--- src/rtl/mult_pkg.sv ---
// Shared constants and types for the multiplier accumulation stage.
package mult_pkg;

    localparam int PROD_W    = 19;
    localparam int ACC_W_DEF = 24;

    typedef enum logic {ACC_IDLE, ACC_RUN} acc_state_t;

    typedef logic signed [PROD_W-1:0] prod_t;

endpackage

--- src/rtl/mult_valid_dly.sv ---
// Latency-matched strobe delay: a strobe in cycle t appears on tap in cycle t+MUL_LAT.
// pending reports whether any strobe is still travelling through the delay.
module mult_valid_dly
    import mult_pkg::*;
#(
    parameter int MUL_LAT = 7
) (
    input  logic clk,
    input  logic rst_n,
    input  logic clr,
    input  logic strobe,
    output logic tap,
    output logic pending
);

    logic [MUL_LAT-1:0] vld_p;

    always_ff @(posedge clk) begin
        if (!rst_n || clr) begin
            vld_p <= '0;
        end else begin
            vld_p <= (vld_p << 1) | MUL_LAT'(strobe);
        end
    end

    assign tap     = vld_p[MUL_LAT-1];
    assign pending = |vld_p;

endmodule

--- src/rtl/mult_acc_ctrl.sv ---
// Frame accumulator behind the pipelined multiplier, with a 2-entry output buffer.
// Define MULT_ACC_SAT_EN for saturating accumulation; otherwise sums wrap modulo 2^ACC_W.
module mult_acc_ctrl #(
    parameter int MUL_LAT   = 7,
    parameter int PROD_W    = mult_pkg::PROD_W,
    parameter int ACC_W     = mult_pkg::ACC_W_DEF,
    parameter int FRAME_LEN = 8
) (
    input  logic                     clk,
    input  logic                     rst_n,
    input  logic                     in_valid,
    input  logic signed [PROD_W-1:0] prod,
    input  logic                     clr,
    output logic                     out_valid,
    output logic signed [ACC_W-1:0]  out_data,
    input  logic                     out_ready,
    output logic                     overflow,
    output logic                     busy
);
    import mult_pkg::*;

    localparam int CNT_W = $clog2(FRAME_LEN + 1);
    typedef logic signed [ACC_W-1:0] acc_t;

    acc_state_t       state;
    acc_t             acc;
    acc_t             prod_x;
    acc_t             sum_nxt;
    logic [CNT_W-1:0] cnt;
    logic             prod_vld;
    logic             pipe_busy;
    logic             last;
    logic             push;
    logic             push_ok;
    logic             pop;
    acc_t             fifo_mem [2];
    logic             rd_ptr;
    logic             wr_ptr;
    logic [1:0]       fill;

`ifdef MULT_ACC_SAT_EN
    localparam acc_t ACC_MAX = acc_t'({1'b0, {(ACC_W-1){1'b1}}});
    localparam acc_t ACC_MIN = acc_t'({1'b1, {(ACC_W-1){1'b0}}});

    function automatic logic add_ovf(input acc_t a, input acc_t b);
        acc_t raw;
        raw = a + b;
        return (a[ACC_W-1] == b[ACC_W-1]) && (raw[ACC_W-1] != a[ACC_W-1]);
    endfunction

    function automatic acc_t sat_add(input acc_t a, input acc_t b);
        if (add_ovf(a, b)) return a[ACC_W-1] ? ACC_MIN : ACC_MAX;
        return a + b;
    endfunction

    logic sat_hold;
`endif

    mult_valid_dly #(.MUL_LAT(MUL_LAT)) u_vld (
        .clk     (clk),
        .rst_n   (rst_n),
        .clr     (clr),
        .strobe  (in_valid),
        .tap     (prod_vld),
        .pending (pipe_busy)
    );

    assign prod_x = ACC_W'(prod);
    // cnt is 0 in IDLE, so the same compare covers FRAME_LEN == 1 straight from IDLE
    assign last   = (cnt == CNT_W'(FRAME_LEN - 1));

    always_comb begin
`ifdef MULT_ACC_SAT_EN
        sum_nxt = sat_hold ? acc : sat_add(acc, prod_x);
`else
        sum_nxt = acc + prod_x;
`endif
    end

    assign push    = prod_vld && last && !clr;
    assign pop     = out_valid && out_ready;
    assign push_ok = push && ((fill != 2'd2) || pop);
    assign wr_ptr  = rd_ptr ^ fill[0];

    always_ff @(posedge clk) begin
        if (!rst_n || clr) begin
            state <= ACC_IDLE;
            acc   <= '0;
            cnt   <= '0;
        end else if (prod_vld) begin
            if (last) begin
                state <= ACC_IDLE;
                acc   <= '0;
                cnt   <= '0;
            end else begin
                state <= ACC_RUN;
                acc   <= sum_nxt;
                cnt   <= cnt + CNT_W'(1);
            end
        end
    end

`ifdef MULT_ACC_SAT_EN
    // Once clamped, the frame keeps the clamp value until it completes
    always_ff @(posedge clk) begin
        if (!rst_n || clr) begin
            sat_hold <= 1'b0;
        end else if (prod_vld) begin
            sat_hold <= last ? 1'b0 : (sat_hold || add_ovf(acc, prod_x));
        end
    end
`endif

    // When full with a coincident pop, wr_ptr equals rd_ptr: the head slot is recycled
    always_ff @(posedge clk) begin
        if (!rst_n) begin
            fill        <= '0;
            rd_ptr      <= 1'b0;
            fifo_mem[0] <= '0;
            fifo_mem[1] <= '0;
            overflow    <= 1'b0;
        end else begin
            if (push_ok) fifo_mem[wr_ptr] <= sum_nxt;
            if (pop) rd_ptr <= ~rd_ptr;
            fill <= fill + 2'(push_ok) - 2'(pop);
            if (clr) begin
                overflow <= 1'b0;
            end else if (push && !push_ok) begin
                overflow <= 1'b1;
            end
        end
    end

    assign out_valid = (fill != 2'd0);
    assign out_data  = fifo_mem[rd_ptr];
    assign busy      = (state != ACC_IDLE) || pipe_busy;

endmodule

--- config.mk ---
export PLATFORM = sky130hd
export DESIGN_NAME = mult_acc_ctrl
export DESIGN_NICKNAME = d
export VERILOG_FILES = /design/src/rtl/mult_pkg.sv /design/src/rtl/mult_valid_dly.sv /design/src/rtl/mult_acc_ctrl.sv
export SDC_FILE = /design/constraint.sdc
export NUM_CORES = 1
export LEC_CHECK = 0
export BUFFER_PORTS_ARGS = -buffer_cell sky130_fd_sc_hd__buf_2
export CORE_UTILIZATION = 59
export DETAILED_ROUTE_END_ITERATION = 16
export HOLD_SLACK_MARGIN = 0.15
export PLACE_DENSITY = 0.8
export REMOVE_ABC_BUFFERS = 1
export SLEW_MARGIN = 40
export SYNTH_ARGS = -nofsm -noshare
export SYNTH_HDL_FRONTEND = slang
export SYNTH_SLANG_ARGS = --single-unit
export TNS_END_PERCENT = 10
--- constraint.sdc ---
create_clock -name clk -period 3.55 [get_ports clk]
set_input_delay 0.1775 -clock clk [delete_from_list [all_inputs] [get_ports clk]]
set_output_delay 0.1775 -clock clk [all_outputs]
set_load 0.01 [all_outputs]
==> results of run 1 <==
==> state kept, by name (all words and copies together) (netlist names), named ones only <==
| name | count |
|---|---|
| acc | 24 |
| cnt | 4 |
| fifo_mem | 48 |
| fill | 2 |
| overflow | 1 |
| rd_ptr | 1 |
| state | 1 |
| u_vld.vld_p | 7 |
==> per-layer routing <==
metal  vias up  share of wire (%)
met5         -                  0
met4         0                2.0
met3        19                6.0
met2       129                 47
met1      1693                 45
li1       1773                  -
==> kinds of logic (layout without fill, tap and decap cells) <==
logic type,Yosys count,count (layout),synth area share (%)
DFF,89,89,48.1
AOI/OAI and AO/OA,98,98,13.3
adders and majority gates,27,27,7.34
and+or+nand+nor,178,178,17.1
buffers and inverters,32,85,3.25
xor gates and xnor gates,24,24,4.76
muxes,26,26,6.17
==> final timing paths <==
check | end | slack [ns]
max | fifo_mem[1][18]$_SDFFCE_PN0P_ | 0.78
min | state$_SDFFE_PP0P_ | 0.22
max reg2reg | fifo_mem[1][18]$_SDFFCE_PN0P_ | 0.78
min reg2reg | u_vld.vld_p[4]$_SDFF_PP0_ | 0.46
==> critical path: stages (launching register included) <==
cell      delay [ns]
dfxtp_1         0.32
ha_1            0.21
fa_1            0.42
a211oi_1        0.23
o21bai_1        0.12
o21ai_1         0.37
o31ai_4         0.15
or4_1           0.49
nand3_1         0.13
nor2_1          0.06
==> timing repair <==
item | 4_1_cts | 5_1_grt
hold buffers | 2 | 0
setup buffers | 0 | 0
hold endpoints to repair | 5 | 0
==> layout make-up <==
| class | count | area share, % |
|---|---|---|
| clock buffers | 11 | 2.52 |
| clock inverters | 5 | 1.06 |
| inverters | 13 | 0.936 |
| multi-input cells | 353 | 43.9 |
| flip-flops and latches | 89 | 43.4 |
| well taps | 102 | 2.45 |
| repair buffers | 56 | 5.76 |
==> layout by cell type (no fill, tap or decap), types with 3 or more instances in the layout <==
cell type,n
nor2_1,82
buf_2,50
edfxtp_1,48
nand2_1,44
dfxtp_1,41
a21oi_1,37
ha_1,26
mux2_2,24
o21ai_0,24
and2_1,15
inv_1,13
xnor2_1,12
xor2_1,11
clkbuf_8,9
nor2b_1,5
nor3_1,4
nand4_1,4
o211ai_1,4
nand2b_1,4
buf_4,4
or2_2,3
nand3_1,3
nor4_1,3
a211o_1,3
o21ai_1,3
a21o_1,3
a31oi_1,3
or3_1,3
o221ai_1,3
==> metrics by stage <==
| stage | instances | area [µm²] |
|---|---|---|
| global route | 629 | 5210 |
| CTS | 629 | 5210 |
| global placement | 611 | 5010 |
| finish | 629 | 5210 |
| floorplan | 455 | 4600 |
| detailed placement | 611 | 5010 |
==> where the power goes <==
part / leakage, nW / internal (mW) / switching (mW)
Clock: 0.0930 / 0.325 / 0.353
Sequential: 0.828 / 1.11 / 0.0112
Combinational: 1.26 / 0.121 / 0.153
==> metrics.cfg, run 1 <==
[routing]
routed_wl_um = 10200
remaining_drc_errors = 0
wl_per_cell_um = 16.2
vias_per_cell = 5.75
drtIter0Drc = 320
via_count = 3614
ant_nets = 0
drt_pass1_iterations = 5

[grt]
antenna_found_initial = 0
use_met2_pct = 43.1
grt_pass1_wl_um = 16600
met1_usage_pct = 34.5
grt_max_degree = 26
grt_pass1_vias = 3486
grt_util_met3_pct = 4.61
top_usage_layer = met2
grt_remaining_overflow = 0
grt_use_total_pct = 26.0

[logic_synthesis]
yosys_register_bits = 89
synthCells = 474
netlist_area_mm2 = 0.00470
synth_flop_cell = edfxtp_1
synth_common_cells = nor2_1, edfxtp_1, nand2_1
yosysTopAreaCell = edfxtp_1
synth.area.top_cells = edfxtp_1, dfxtp_1, ha_1, nor2_1, mux2_2
synth-edff-count = 48
yosysTopAreaCellShare_pct = 30.6
synth_warnings = 0
synth_seq_area_share_pct = 48.1
yosysMostFrequentCell = nor2_1
async_flop_share_pct = 0
syn-mean-instance-area_um2 = 9.92
ys_types = 52

[final_layout]
seq_area_mm2 = 0.00226
nFillCells = 614
final_util_pct = 67.5
drive_gt1_share_pct = 19.2
fin_nets = 573
diodes = 0
area_growth_pct = 10.9
multi_input_area_mm2 = 0.00229

[clocking]
insertion_delay_ns = 0.36
cts_tree = built
cts_buffers = 9
htree_levels = 3
cts_buffer_depth = 2
cts_sinks = 89
cts_resized = 0
cts_root_buf = clkbuf_8
clk_pin_slew_worst_paths_ns = 0.08

[power]
power_mw = 2.07
vdd_drop_max_uv = 272
power.leakage_nw = 2.18
p_per_area_mw_per_mm2 = 397

[timing]
hold_viol_final = 0
slew_violations = 0
relSlewSlack_pct = 56.8
tns_ns = 0
layout_min_cycle_time_ns = 2.77
fmax_mhz = 361
finalCritPeriodShare_pct = 78.0
whs_ns = 0.216
report.final.setup_viol = 0
worstMarginPinSlew_ns = 0.647
setup_ws_ns = 0.781
fin_skew_ns = 0.00690
rsz0062_at_grt = false

[worst_setup_path]
crit_start = acc[0]$_SDFFE_PP0P_
reg2reg_from = acc[0]$_SDFFE_PP0P_
crit_path_start_kind = flop
ff2ff_path_depth = 9
worst-setup-path-type = flop to flop
critPathArrivalTime_ns = 2.87
crit_required_ns = 3.65
crit_path_end_kind = flop
crit_fanout = 7

[job]
drv_cap = 0

[place]
preCtsSetupSlack_ns = 0.837
routabilityCongestion = 0.937
portBuffers = 50
dp_hpwl_um = 7220

[die]
die_w_um = 91.3
rows = 32
start_util_pct = 60.9
die_area_mm2 = 0.00833
chipHeight_um = 91.3
core-area_mm2 = 0.00773
ioPinCount = 51

[status]
status = complete, no violations

[min_path]
hp-class = input port to flop
holdPathStages = 3
hp-start = clr

(Power assumes the default switching activity.)
==> run 2: changes to the inputs <==
--- a/config.mk
+++ b/config.mk
@@ -5,11 +5,12 @@
 export SDC_FILE = /design/constraint.sdc
 export NUM_CORES = 1
 export LEC_CHECK = 0
+export ABC_AREA = 1
 export BUFFER_PORTS_ARGS = -buffer_cell sky130_fd_sc_hd__buf_2
-export CORE_UTILIZATION = 59
+export CORE_UTILIZATION = 54
 export DETAILED_ROUTE_END_ITERATION = 16
 export HOLD_SLACK_MARGIN = 0.15
-export PLACE_DENSITY = 0.8
+export PLACE_DENSITY = 0.77
 export REMOVE_ABC_BUFFERS = 1
 export SLEW_MARGIN = 40
 export SYNTH_ARGS = -nofsm -noshare
==> constraint.sdc (replaced) <==
create_clock -name clk -period 2.5 [get_ports clk]
set_input_delay 0.125 -clock clk [delete_from_list [all_inputs] [get_ports clk]]
set_output_delay 0.125 -clock clk [all_outputs]
set_load 0.01 [all_outputs]
==> run 2 against run 1 <==
Net effect:
- die area up 22%
- register-to-register slack got worse by 0.54 ns
- clock-buffer cell count is 1 lower
- highest routed layer unchanged
- critical path type unchanged
==> metrics.cfg, run 2 <==
[status]
status = complete, no violations  ; unchanged

[routing]
drtIter0Drc = 266  ; was 320
via_count = 4472  ; was 3614
wl_per_cell_um = 13.8  ; was 16.2 µm
drt_pass1_iterations = 5  ; unchanged
vias_per_cell = 5.07  ; was 5.75
remaining_drc_errors = 0  ; unchanged
ant_nets = 0  ; unchanged
routed_wl_um = 12200  ; was 10200 µm

[clocking]
htree_levels = 3  ; unchanged
insertion_delay_ns = 0.36  ; about the same
post_cts_buffers = 0  ; unchanged
cts_buffer_depth = 2  ; unchanged
cts_sinks = 89  ; unchanged
cts_root_buf = clkbuf_8  ; unchanged
cts_buffers = 9  ; unchanged
clk_pin_slew_worst_paths_ns = 0.09  ; was 0.08 ns
cts_tree = built  ; unchanged

[grt]
grt_remaining_overflow = 0  ; unchanged
grt_pass1_vias = 3999  ; was 3486
grt_max_degree = 29  ; was 26
antenna_found_initial = 0  ; unchanged
grt_pass1_wl_um = 19100  ; was 16600 µm
grt_use_total_pct = 24.9  ; was 26.0%

[die]
die_w_um = 101  ; was 91.3 µm
die_area_mm2 = 0.0101  ; was 0.00833 mm²
rows = 35  ; was 32
ioPinCount = 51  ; unchanged
core-area_mm2 = 0.00933  ; was 0.00773 mm²
start_util_pct = 56.3  ; was 60.9%
chipHeight_um = 101  ; was 91.3 µm

[worst_setup_path]
crit_path_end_kind = flop  ; unchanged
critPathArrivalTime_ns = 2.48  ; was 2.87 ns
critical_path.cell_chain = ha_1 > inv_1 > nor3_4 > inv_1 > nand2_1 > clkinv_1 > nand3_1 > a21oi_1  ; was ha_1 > fa_1 > a211oi_1 > o21bai_1 > o21ai_1 > o31ai_4 > or4_1 > nand3_1 > nor2_1
r2r_end = acc[9]$_SDFFE_PP0P_  ; was fifo_mem[1][18]$_SDFFCE_PN0P_
crit_fanout = 23  ; was 7
cpMaxStageDelayCell = clkinv_1  ; was or4_1
cp_common_cell = inv_1
ff2ff_setup_slack_ns = 0.24  ; was 0.78 ns
worst-setup-path-type = flop to flop  ; unchanged
crit_path_start_kind = flop  ; unchanged
critPathMaxStageDelay_ns = 0.66  ; was 0.49 ns
ff2ff_path_depth = 8  ; was 9
reg2reg_from = cnt[0]$_SDFFE_PP0P_  ; was acc[0]$_SDFFE_PP0P_
crit_required_ns = 2.72  ; was 3.65 ns

[timing]
slew_violations = 0  ; unchanged
layout_min_cycle_time_ns = 2.26  ; was 2.77 ns
relSlewSlack_pct = 46.0  ; was 56.8%
finalCritPeriodShare_pct = 90.4  ; was 78.0%
fmax_mhz = 442  ; was 361 MHz
report.final.setup_viol = 0  ; unchanged
tns_ns = 0  ; unchanged
fin_skew_ns = 0.0190  ; was 0.00690 ns
worstMarginPinSlew_ns = 0.804  ; was 0.647 ns
setup_ws_ns = 0.239  ; was 0.781 ns
whs_ns = 0.235  ; was 0.216 ns
hold_viol_final = 0  ; unchanged
rsz0062_at_grt = false  ; unchanged

[logic_synthesis]
synth-edff-count = 48  ; unchanged
synth.area.top_cells = edfxtp_1, dfxtp_1, nand2_1, inv_1, ha_1  ; was edfxtp_1, dfxtp_1, ha_1, nor2_1, mux2_2
synth_warnings = 0  ; unchanged
synthCells = 691  ; was 474
synth_seq_area_share_pct = 43.0  ; was 48.1%
netlist_area_mm2 = 0.00526  ; was 0.00470 mm²
yosysTopAreaCellShare_pct = 27.4  ; was 30.6%
yosys_register_bits = 89  ; unchanged
yosysMostFrequentCell = nand2_1  ; was nor2_1
ys_types = 31  ; was 52
synth_common_cells = nand2_1, inv_1, nor2_1  ; was nor2_1, edfxtp_1, nand2_1
syn-mean-instance-area_um2 = 7.60  ; was 9.92 µm²
async_flop_share_pct = 0  ; unchanged
synth_flop_cell = edfxtp_1  ; unchanged
yosysTopAreaCell = edfxtp_1  ; unchanged

[final_layout]
final_util_pct = 62.7  ; was 67.5%
mostFrequentLayoutCells = nand2_1, inv_1, nor2_1  ; was nor2_1, buf_2, edfxtp_1
final_common_cell = nand2_1  ; was nor2_1
nFillCells = 839  ; was 614
seq_area_mm2 = 0.00226  ; unchanged
reg.largest.list = fifo_mem (48), acc (24), u_vld.vld_p (7)  ; unchanged
diodes = 0  ; unchanged
top_register = fifo_mem  ; unchanged
final_area_mm2 = 0.00584  ; was 0.00521 mm²
area_growth_pct = 11.2  ; was 10.9%
drive_gt1_share_pct = 14.6  ; was 19.2%
largest_register_ffs = 48  ; unchanged
multi_input_area_mm2 = 0.00249  ; was 0.00229 mm²
stdcell_count = 882  ; was 629
fin_nets = 799  ; was 573

[place]
routabilityCongestion = 0.934  ; was 0.937
portBuffers = 50  ; unchanged
dp_hpwl_um = 9140  ; was 7220 µm
dp.cells = 862  ; was 611
place_area_mm2 = 0.00563  ; was 0.00501 mm²
preCtsSetupSlack_ns = 0.398  ; was 0.837 ns

[power]
power.leakage_nw = 2.87  ; was 2.18 nW
internal-power_mw = 2.08  ; was 1.55 mW
seqPwrFrac_pct = 55.6  ; was 54.0%
pwr-share-clk_pct = 32.5  ; was 32.8%
power.switching_mw = 0.767  ; was 0.517 mW
p_per_area_mw_per_mm2 = 487  ; was 397 mW/mm²
swShare_pct = 27.0  ; was 25.0%
power_mw = 2.84  ; was 2.07 mW
vdd_drop_max_uv = 305  ; was 272 µV
p_comb_share_pct = 11.9  ; was 13.2%

[job]
drv_cap = 0  ; unchanged

[min_path]
hp-class = input port to flop  ; unchanged
holdPathStages = 4  ; was 3
hp-start = prod[0]  ; was clr
min_to = acc[0]$_SDFFE_PP0P_  ; was state$_SDFFE_PP0P_

## run 2: cell families (layout without fill, tap and decap cells)
family                   count (synthesis)  in the layout  synth area share, %
buffers and inverters                  125            187                 9.60
AND/OR/NAND/NOR                        367            367                 29.1
flip-flops                              89             89                 43.0
adder cells (fa/ha/maj)                 27             27                 6.57
XOR/XNOR                                11             11                 1.83
AO/OA/AOI/OAI                           48             48                 4.71
multiplexers                            24             24                 5.14
## run 2: what timing repair did
action                                  in CTS  in global routing
endpoints found under the hold margin        8                  0
gates resized for setup                      0                  0
hold buffers                                 4                  0
endpoints found under the setup margin       0                  0
## run 2: worst max-delay path by stage
stage | startpoint | endpoint | slack (ns)
floorplan | cnt[0]$_SDFFE_PP0P_ | fifo_mem[0][0]$_SDFFCE_PN0P_ | 0.27
global placement | acc[0]$_SDFFE_PP0P_ | fifo_mem[1][8]$_SDFFCE_PN0P_ | 0.43
detailed placement | acc[0]$_SDFFE_PP0P_ | fifo_mem[0][8]$_SDFFCE_PN0P_ | 0.40
CTS | acc[0]$_SDFFE_PP0P_ | fifo_mem[0][8]$_SDFFCE_PN0P_ | 0.38
global route | cnt[0]$_SDFFE_PP0P_ | acc[21]$_SDFFE_PP0P_ | 0.06
finish | cnt[0]$_SDFFE_PP0P_ | acc[9]$_SDFFE_PP0P_ | 0.24
## run 2: metal layers
metal,part of all wire (%),up-vias,track usage (%)
li1,-,2295,-
met1,47,2049,34.4
met2,46,115,40.6
met3,5.3,13,3.95
met4,1.2,0,6.47
met5,0,-,0
## run 2: cell type report
| type | instances | share of cell area [%] |
|---|---|---|
| multi-input cells | 477 | 42.6 |
| flip-flops and latches | 89 | 38.7 |
| inverters | 110 | 7.06 |
| repair buffers | 61 | 5.87 |
| well taps | 129 | 2.76 |
| clock buffers | 10 | 2.18 |
| clock inverters | 6 | 0.835 |
## run 2: power groups by stage
stage | Clock, mW | Sequential, mW | Combinational (mW)
2_1_floorplan | 0 | 1.62 | 0.201
3_3_place_gp | 0 | 1.61 | 0.322
3_5_place_dp | 0 | 1.62 | 0.330
4_1_cts | 0.938 | 1.58 | 0.337
5_1_grt | 0.998 | 1.59 | 0.371
6_report | 0.924 | 1.58 | 0.338
## run 2: worst max-delay path, delay by kind of cell (launching register included)
kind	cells	cell delay, ns
adders and majority gates	1	0.17
buffers and inverters	3	0.81
and+or+nand+nor	3	0.67
DFF	1	0.37
AOI/OAI and AO/OA	1	0.10
